### src/rtl/dac_mcp4822_spi.sv
// SPI write-only master for the MCP4822 dual 12-bit DAC: two 16-bit frames, then an LDAC pulse.
// Optional build macro DAC_SHDN_EN adds per-channel shutdown inputs i_shdn_a / i_shdn_b.
module dac_mcp4822_spi #(
    parameter int   CLK_DIV         = 4,
    parameter int   CS_SETUP_CYCLES = 2,
    parameter int   CS_HIGH_CYCLES  = 8,
    parameter int   LDAC_CYCLES     = 4,
    parameter logic GA_A            = 1'b1,
    parameter logic GA_B            = 1'b1
) (
    input  logic        clk,
    input  logic        rst,
    input  logic [11:0] i_data_a,
    input  logic [11:0] i_data_b,
`ifdef DAC_SHDN_EN
    input  logic        i_shdn_a,
    input  logic        i_shdn_b,
`endif
    input  logic        i_valid,
    output logic        o_ready,
    output logic        MOSI,
    output logic        SCK,
    output logic        CS,
    output logic        LDAC
);

    typedef logic [15:0] cnt_t;

    typedef enum logic [3:0] {
        IDLE,
        SETUP_A,
        SHIFT_A,
        HOLD_A,
        GAP_A,
        SETUP_B,
        SHIFT_B,
        HOLD_B,
        GAP_B,
        LATCH
    } state_t;

    localparam cnt_t DIV_LOAD   = cnt_t'(CLK_DIV - 1);
    localparam cnt_t SETUP_LOAD = cnt_t'(CS_SETUP_CYCLES - 1);
    localparam cnt_t HIGH_LOAD  = cnt_t'(CS_HIGH_CYCLES - 1);
    localparam cnt_t LDAC_LOAD  = cnt_t'(LDAC_CYCLES - 1);

    logic shdn_a;
    logic shdn_b;

`ifdef DAC_SHDN_EN
    assign shdn_a = ~i_shdn_a;
    assign shdn_b = ~i_shdn_b;
`else
    assign shdn_a = 1'b1;
    assign shdn_b = 1'b1;
`endif

    state_t      state_q,  state_d;
    cnt_t        cnt_q,    cnt_d;
    logic [3:0]  bit_q,    bit_d;
    logic        phase_q,  phase_d;
    logic [15:0] shreg_q,  shreg_d;
    logic [15:0] word_b_q, word_b_d;

    logic cs_q,    cs_d;
    logic sck_q,   sck_d;
    logic mosi_q,  mosi_d;
    logic ldac_q,  ldac_d;
    logic ready_q, ready_d;
    logic cs_low_d;

    // Every state times out on a saturating down-counter reloaded at state entry.
    always_comb begin
        state_d  = state_q;
        cnt_d    = (cnt_q != '0) ? cnt_q - 16'd1 : '0;
        bit_d    = bit_q;
        phase_d  = phase_q;
        shreg_d  = shreg_q;
        word_b_d = word_b_q;

        case (state_q)
            IDLE: begin
                if (i_valid && ready_q) begin
                    state_d  = SETUP_A;
                    cnt_d    = SETUP_LOAD;
                    shreg_d  = {1'b0, 1'b0, GA_A, shdn_a, i_data_a};
                    word_b_d = {1'b1, 1'b0, GA_B, shdn_b, i_data_b};
                end
            end
            SETUP_A, SETUP_B: begin
                if (cnt_q == '0) begin
                    state_d = (state_q == SETUP_A) ? SHIFT_A : SHIFT_B;
                    cnt_d   = DIV_LOAD;
                    phase_d = 1'b0;
                    bit_d   = 4'd15;
                end
            end
            SHIFT_A, SHIFT_B: begin
                if (cnt_q == '0) begin
                    cnt_d = DIV_LOAD;
                    if (!phase_q) begin
                        phase_d = 1'b1;
                    end else if (bit_q == 4'd0) begin
                        state_d = (state_q == SHIFT_A) ? HOLD_A : HOLD_B;
                        cnt_d   = SETUP_LOAD;
                        phase_d = 1'b0;
                    end else begin
                        // Next bit appears only as the new low phase begins.
                        phase_d = 1'b0;
                        bit_d   = bit_q - 4'd1;
                        shreg_d = {shreg_q[14:0], 1'b0};
                    end
                end
            end
            HOLD_A: begin
                if (cnt_q == '0) begin
                    state_d = GAP_A;
                    cnt_d   = HIGH_LOAD;
                end
            end
            HOLD_B: begin
                if (cnt_q == '0) begin
                    state_d = GAP_B;
                    cnt_d   = HIGH_LOAD;
                end
            end
            GAP_A: begin
                if (cnt_q == '0) begin
                    state_d = SETUP_B;
                    cnt_d   = SETUP_LOAD;
                    shreg_d = word_b_q;
                end
            end
            GAP_B: begin
                if (cnt_q == '0) begin
                    state_d = LATCH;
                    cnt_d   = LDAC_LOAD;
                end
            end
            LATCH: begin
                if (cnt_q == '0) begin
                    state_d = IDLE;
                end
            end
            default: state_d = IDLE;
        endcase
    end

    // Outputs are decoded from next-state values so the registered pins line up with state_q.
    always_comb begin
        cs_low_d = (state_d == SETUP_A) || (state_d == SHIFT_A) || (state_d == HOLD_A) ||
                   (state_d == SETUP_B) || (state_d == SHIFT_B) || (state_d == HOLD_B);
        cs_d     = ~cs_low_d;
        mosi_d   = cs_low_d & shreg_d[15];
        sck_d    = ((state_d == SHIFT_A) || (state_d == SHIFT_B)) & phase_d;
        ldac_d   = (state_d != LATCH);
        ready_d  = (state_d == IDLE);
    end

    // NOTE: sequential state uses non-blocking assignments and every register, data included,
    // is forced by the asynchronous reset so an aborted frame leaves no stale word behind.
    always_ff @(posedge clk or posedge rst) begin
        if (rst) begin
            state_q  <= IDLE;
            cnt_q    <= '0;
            bit_q    <= '0;
            phase_q  <= 1'b0;
            shreg_q  <= '0;
            word_b_q <= '0;
            cs_q     <= 1'b1;
            sck_q    <= 1'b0;
            mosi_q   <= 1'b0;
            ldac_q   <= 1'b1;
            ready_q  <= 1'b1;
        end else begin
            state_q  <= state_d;
            cnt_q    <= cnt_d;
            bit_q    <= bit_d;
            phase_q  <= phase_d;
            shreg_q  <= shreg_d;
            word_b_q <= word_b_d;
            cs_q     <= cs_d;
            sck_q    <= sck_d;
            mosi_q   <= mosi_d;
            ldac_q   <= ldac_d;
            ready_q  <= ready_d;
        end
    end

    assign o_ready = ready_q;
    assign MOSI    = mosi_q;
    assign SCK     = sck_q;
    assign CS      = cs_q;
    assign LDAC    = ldac_q;

endmodule

### config.mk
export PLATFORM = sky130hd
export DESIGN_NAME = dac_mcp4822_spi
export DESIGN_NICKNAME = d
export VERILOG_FILES = /design/src/rtl/dac_mcp4822_spi.sv
export SDC_FILE = /design/constraint.sdc
export NUM_CORES = 1
export LEC_CHECK = 0
export BUFFER_PORTS_ARGS = -buffer_cell sky130_fd_sc_hd__buf_2
export CAP_MARGIN = 20
export CORE_ASPECT_RATIO = 1.75
export CORE_MARGIN = 2
export CORE_UTILIZATION = 45
export CTS_BUF_LIST = sky130_fd_sc_hd__clkbuf_2 sky130_fd_sc_hd__clkbuf_4 sky130_fd_sc_hd__clkbuf_8
export DETAILED_ROUTE_END_ITERATION = 12
export SYNTH_ARGS = -nofsm -noshare
export SYNTH_HDL_FRONTEND = slang
export SYNTH_SLANG_ARGS = --single-unit
### constraint.sdc
create_clock -name clk -period 3.3 [get_ports clk]
set_input_delay 0.495 -clock clk [delete_from_list [all_inputs] [get_ports clk]]
set_output_delay 0.495 -clock clk [all_outputs]
set_load 0.1 [all_outputs]
# ---- After elaboration in Yosys (flattened, before gate mapping)
# Index checks and enable logic that the tools add are counted.
dict set report op_classes {
  bitwise_logic 3
  n_eq_ne 22
  add_sub_neg 2
  reduce_logical 21
  n_mux 37
}
# cell count
set ops {}
lappend ops {{$mux 16} 11}
lappend ops {{$pmux 16 s5} 1}
lappend ops {{$mux 4} 14}
lappend ops {{$pmux 16 s3} 1}
lappend ops {{$pmux 4 s8} 1}
lappend ops {{$eq 4x3->1 const B} 7}
lappend ops {{$eq 4x2->1 const B} 4}
lappend ops {{$logic_not 16->1} 1}
lappend ops {{$reduce_bool 16->1} 1}
lappend ops {{$sub 16x1->16 const B} 1}
lappend ops {{$logic_not 4->1} 3}
lappend ops {{$ne 2x2->1 const B} 6}
lappend ops {{$eq 4x1->1 const B} 2}
lappend ops {{$eq 4x4->1 const B} 2}
lappend ops {{$pmux 4 s2} 1}
lappend ops {{$logic_or 1x1->1} 6}
lappend ops {{$mux 3} 2}
lappend ops {{$reduce_and 6->1} 1}
lappend ops {{$reduce_or 2->1} 3}
lappend ops {{$reduce_and 5->1} 1}
lappend ops {{$mux 2} 2}
lappend ops {{$ne 4x4->1 const B} 1}
lappend ops {{$sub 4x1->4 const B} 1}
lappend ops {{$mux 1} 3}
lappend ops {{8 further kinds} 9}
dict set report word_totals {
  word_cells 97
  regBits 59
  inputBits 27
}

# ---- Logic depth before layout (Yosys ltp)
dict set report depth {
  depth_word 13
  mapped_depth 12
  mapped_depth_nobuf 10
}

# ---- Least setup slack after synthesis
# Ideal clock, no wire load.
dict set report synth_timing {
  path_type {register -> register}
  from {register ready_q, in the netlist o_ready}
  to {register word_b_q[10]}
  path_stages_with_launch 5
  setup_slack_ps 908
  t_arrival_ps 2267
  required_ps 3175
  path_buffers 1
  cell_sequence {dfstp_2 > nand2_1 > nor4b_2 > buf_2 > mux2_2}
}
dict set report synth_via {
  elab_chain_cells 2
}
# item line_no
set synth_rtl {}
lappend synth_rtl {{from (decl)} 69} ;# logic ready_q, ready_d;
lappend synth_rtl {{from (signal assigned)} 186} ;# ready_q <= ready_d;
lappend synth_rtl {{$logic_and 1x1->1} 83} ;# if (i_valid && ready_q) begin
lappend synth_rtl {{$reduce_and 2->1 (no source line)} --}
lappend synth_rtl {{to (signal assigned)} 181} ;# word_b_q <= word_b_d;
lappend synth_rtl {{to (decl)} 63} ;# logic [15:0] word_b_q, word_b_d;
# Every way passes these cells.
# A chain may end at the register's enable or synchronous reset.

# ---- Worst setup path in the final report
dict set report layout_timing {
  from {register cnt_q[0]}
  to {register shreg_q[10]}
}
dict set report layout_via {
  elab_chain_cells 3
  elab_cells_between_ends 4
}
# item line_no
set layout_rtl {}
lappend layout_rtl {{from (decl)} 59} ;# cnt_t cnt_q, cnt_d;
lappend layout_rtl {{from (signal assigned)} 177} ;# cnt_q <= cnt_d;
lappend layout_rtl {{$logic_not 16->1 (*)} {99, 128}}
lappend layout_rtl {{$ne 2x2->1 (no source line)} --}
lappend layout_rtl {{$reduce_and 6->1 (no source line) (*)} --}
lappend layout_rtl {{to (signal assigned)} 180} ;# shreg_q <= shreg_d;
lappend layout_rtl {{to (decl)} 62} ;# logic [15:0] shreg_q, shreg_d;
# Every way passes the cells marked *; elsewhere a longest branch is shown, timed or not.

==> impl_metrics.csv <==
group,metric,value,unit
run_status,status,"finished clean",
place,dpl.hpwl,4.39,mm
sta,worst_pin_slew,658,ps
place,finalWeightedCongestion,0.845,
cts,ctsLongestPathBuffers,2,
sta,whs,163,ps
yosys,synth-seq-cells,59,
floorplanning,core,0.00623,sq mm
worst_setup_path,path_cells,"inv_1 > ha_1 > nor3b_1 > and4_1 > inv_2 > a221o_1 > a221o_1",
worst_setup_path,worst_setup_path_start_kind,"flip-flop",
worst_setup_path,reg2regPathDepth,7,
worst_setup_path,criticalPathCategory,"flip-flop to flip-flop",
grt,grt_overflow,0,
yosys,async_flop_share,100,%
worst_setup_path,startpoint,"cnt_q[0]$_DFF_PP0_",
worst_setup_path,regToRegEndpoint,"shreg_q[10]$_DFFE_PP0P_",
route,via_count,2196,
layout,layout_common_cells,"56 x dfrtp_1, 31 x buf_2, 30 x nor2_1, 26 x nand2_1",
floorplanning,io-pin-count,32,
layout,post_layout_nonfiller_instances,397,
power_and_ir_drop,p_leak,1.50,nW
power_and_ir_drop,ir_worst_vdd,361,uV
grt,grt_first_pass_wirelength,10.7,mm
place,portBuffers,31,
sta,clock_skew,3.70,ps
route,wire_per_inst,15.5,um
layout,nets,343,
yosys,synth_area,0.00291,sq mm
sta,finalSetupViolations,0,
route,vias_per_cell,5.53,
worst_setup_path,slowest_stage,"a221o_1",
yosys,syn_inst,280,
cts,cts_root_buf,"clkbuf_8",
worst_setup_path,endpoint,"shreg_q[10]$_DFFE_PP0P_",
cts,ctsHoldBuffers,0,
route,wl_met2,3.25,mm
worst_setup_path,slowest_delay,530,ps
cts,clk_latency,330,ps
route,met3WireLength,183,um
route,postRouteAntennaNets,0,
route,drt-pass1-iter-count,4,
sta,tns,0,ps
grt,grt_pass1_vias,2259,
yosys,synth_cell_types,50,
power_and_ir_drop,power.total,0.00273,W
sta,drv_slew,0,
route,wl_met1,2.56,mm
place,dp.cells,381,
route,wirelength,6.16,mm
route,highest_layer,"met4",
worst_setup_path,r2r_start,"cnt_q[0]$_DFF_PP0_",
sta,grt_setup_unrepaired,"no",
grt,grt_usage,20.0,%
cts,cts_buffers,9,
floorplanning,die_y,110,um
yosys,syn_nets,311,
cts,path_clk_slew,60,ps
worst_setup_path,cp_common_cell,"a221o_1",
layout,n_antenna_cell,0,
sta,final.period_utilization,78.1,%
yosys,synth-main-ff-cell,"dfrtp_1",
sta,fmax,388,MHz
yosys,synth-edff-count,0,
floorplanning,row_count,38,
worst_hold_path,hp-class,"input pin to asynchronous set/reset pin",
worst_setup_path,end_kind,"flip-flop",
cts,cts-resized-gates,0,
yosys,yosys_warnings,0,
layout,drive_gt1_share,23.3,%
yosys,seq_area_frac_synth,50.9,%
floorplanning,die_width,64.8,um
layout,final_common_cell,"dfrtp_1",
power_and_ir_drop,powerDensity,818,mW/mm^2
cts,htree_levels,3,
sta,period_minus_slack,2580,ps
sta,max_slew_margin,56.1,%
run,maxCapViolations,0,
cts,cts_tree,"yes",
route,drc,0,
route,drtIter0Drc,118,
floorplanning,die-area,0.00715,sq mm
grt,antenna_found_initial,0,
sta,final_hold_viol_count,0,
floorplanning,initial_core_util,46.7,%
cts,clkSinkCount,59,
yosys,avgSynthCellArea,10.4,sq um
worst_setup_path,cp_max_fo,16,
cts,postCtsSetupBuffers,0,
worst_setup_path,r2r_setup_slack,720,ps
grt,grt_max_degree,39,
layout,synthToLayoutAreaGrowth,14.5,%
worst_setup_path,crit_required,3520,ps
worst_setup_path,arrival,2800,ps
==> per-layer routing <==
metal | vias up | track usage (%)
met1 | 1060 | 23.1
met5 | - | 0
met4 | 0 | 11.6
met3 | 12 | 5.08
li1 | 1084 | -
met2 | 40 | 33.5
==> power breakdown <==
| group | internal (W) | switching, W |
|---|---|---|
| combinational | 0.000371 | 0.000416 |
| sequential | 0.00102 | 0.000278 |
| clock | 0.000371 | 0.000270 |
==> registers in the layout, indices dropped and copies added (netlist names) <==
name	cells
state_q	4
word_b_q	13
MOSI	1
bit_q	4
o_ready	1
SCK	1
CS	1
cnt_q	16
LDAC	1
shreg_q	16
phase_q	1
==> final cells by class <==
| class | count | area [sq um] |
|---|---|---|
| fillers | 593 | 2900 |
| well taps | 80 | 100 |
| inverters | 10 | 37.5 |
| clock buffers | 15 | 194 |
| flip-flops and latches | 59 | 1480 |
| multi-input cells | 197 | 1330 |
| repair buffers | 35 | 185 |
| clock inverters | 1 | 5.00 |
==> how the worst min path moves through the flow <==
stage,end,slack (ps),depth (start not counted)
6_report,word_b_q[11]$_DFFE_PP0P_,160,2
4_1_cts,word_b_q[11]$_DFFE_PP0P_,160,2
5_1_grt,word_b_q[11]$_DFFE_PP0P_,200,2
3_5_place_dp,shreg_q[15]$_DFF_PP0_,460,2
3_3_place_gp,shreg_q[8]$_DFFE_PP0P_,450,2
2_1_floorplan,shreg_q[15]$_DFF_PP0_,430,2
==> synth_stat cells, types with 2 or more instances <==
| master | count | area, sq um |
|---|---|---|
| dfrtp_1 | 56 | 1400 |
| nor2_1 | 30 | 113 |
| nand2_1 | 26 | 97.6 |
| a21oi_1 | 13 | 65.1 |
| a221o_1 | 11 | 110 |
| a22o_1 | 11 | 96.3 |
| mux2_2 | 11 | 124 |
| o21ai_0 | 11 | 55.1 |
| inv_1 | 9 | 33.8 |
| nand3_1 | 9 | 45.0 |
| clkbuf_1 | 7 | 26.3 |
| nor3_1 | 7 | 35.0 |
| xnor2_1 | 7 | 61.3 |
| xor2_1 | 7 | 61.3 |
| or3_1 | 6 | 37.5 |
| buf_2 | 5 | 25.0 |
| ha_1 | 4 | 50.1 |
| a22oi_1 | 3 | 22.5 |
| dfstp_2 | 3 | 78.8 |
| nand2b_1 | 3 | 18.8 |
| nor4_1 | 3 | 18.8 |
| o211ai_1 | 3 | 22.5 |
| and4_1 | 2 | 17.5 |
| nor3b_1 | 2 | 15.0 |
| nor4_4 | 2 | 42.5 |
| o21a_1 | 2 | 15.0 |
| o31ai_1 | 2 | 15.0 |
| or2_2 | 2 | 12.5 |
| or4_1 | 2 | 15.0 |
==> logic make-up after synthesis <==
| kind of cell | Yosys count | synth area share (%) |
|---|---|---|
| AOI/OAI and AO/OA | 66 | 16.8 |
| xor gates and xnor gates | 14 | 4.21 |
| adders and majority gates | 4 | 1.72 |
| buffers and inverters | 24 | 3.70 |
| DFF | 59 | 50.9 |
| muxes | 11 | 4.26 |
| and+or+nand+nor | 102 | 18.5 |
==> critical path: cells and delay by family, from the launching register on <==
kind,cells,cell delay (ps)
AOI/OAI and AO/OA,2,900
and+or+nand+nor,2,740
DFF,1,390
buffers and inverters,2,240
adders and majority gates,1,170
==> per-stage QoR <==
stage	setup WS (ps)	instance area (sq um)	utilization (%)
after floorplan	908	2910	-
after global routing	432	3330	53.5
final	723	3330	53.5
after CTS	720	3330	53.5
after detailed placement	731	3130	50.3
after global placement	841	3130	50.3
Note: power is estimated with default switching activity, not from simulation.
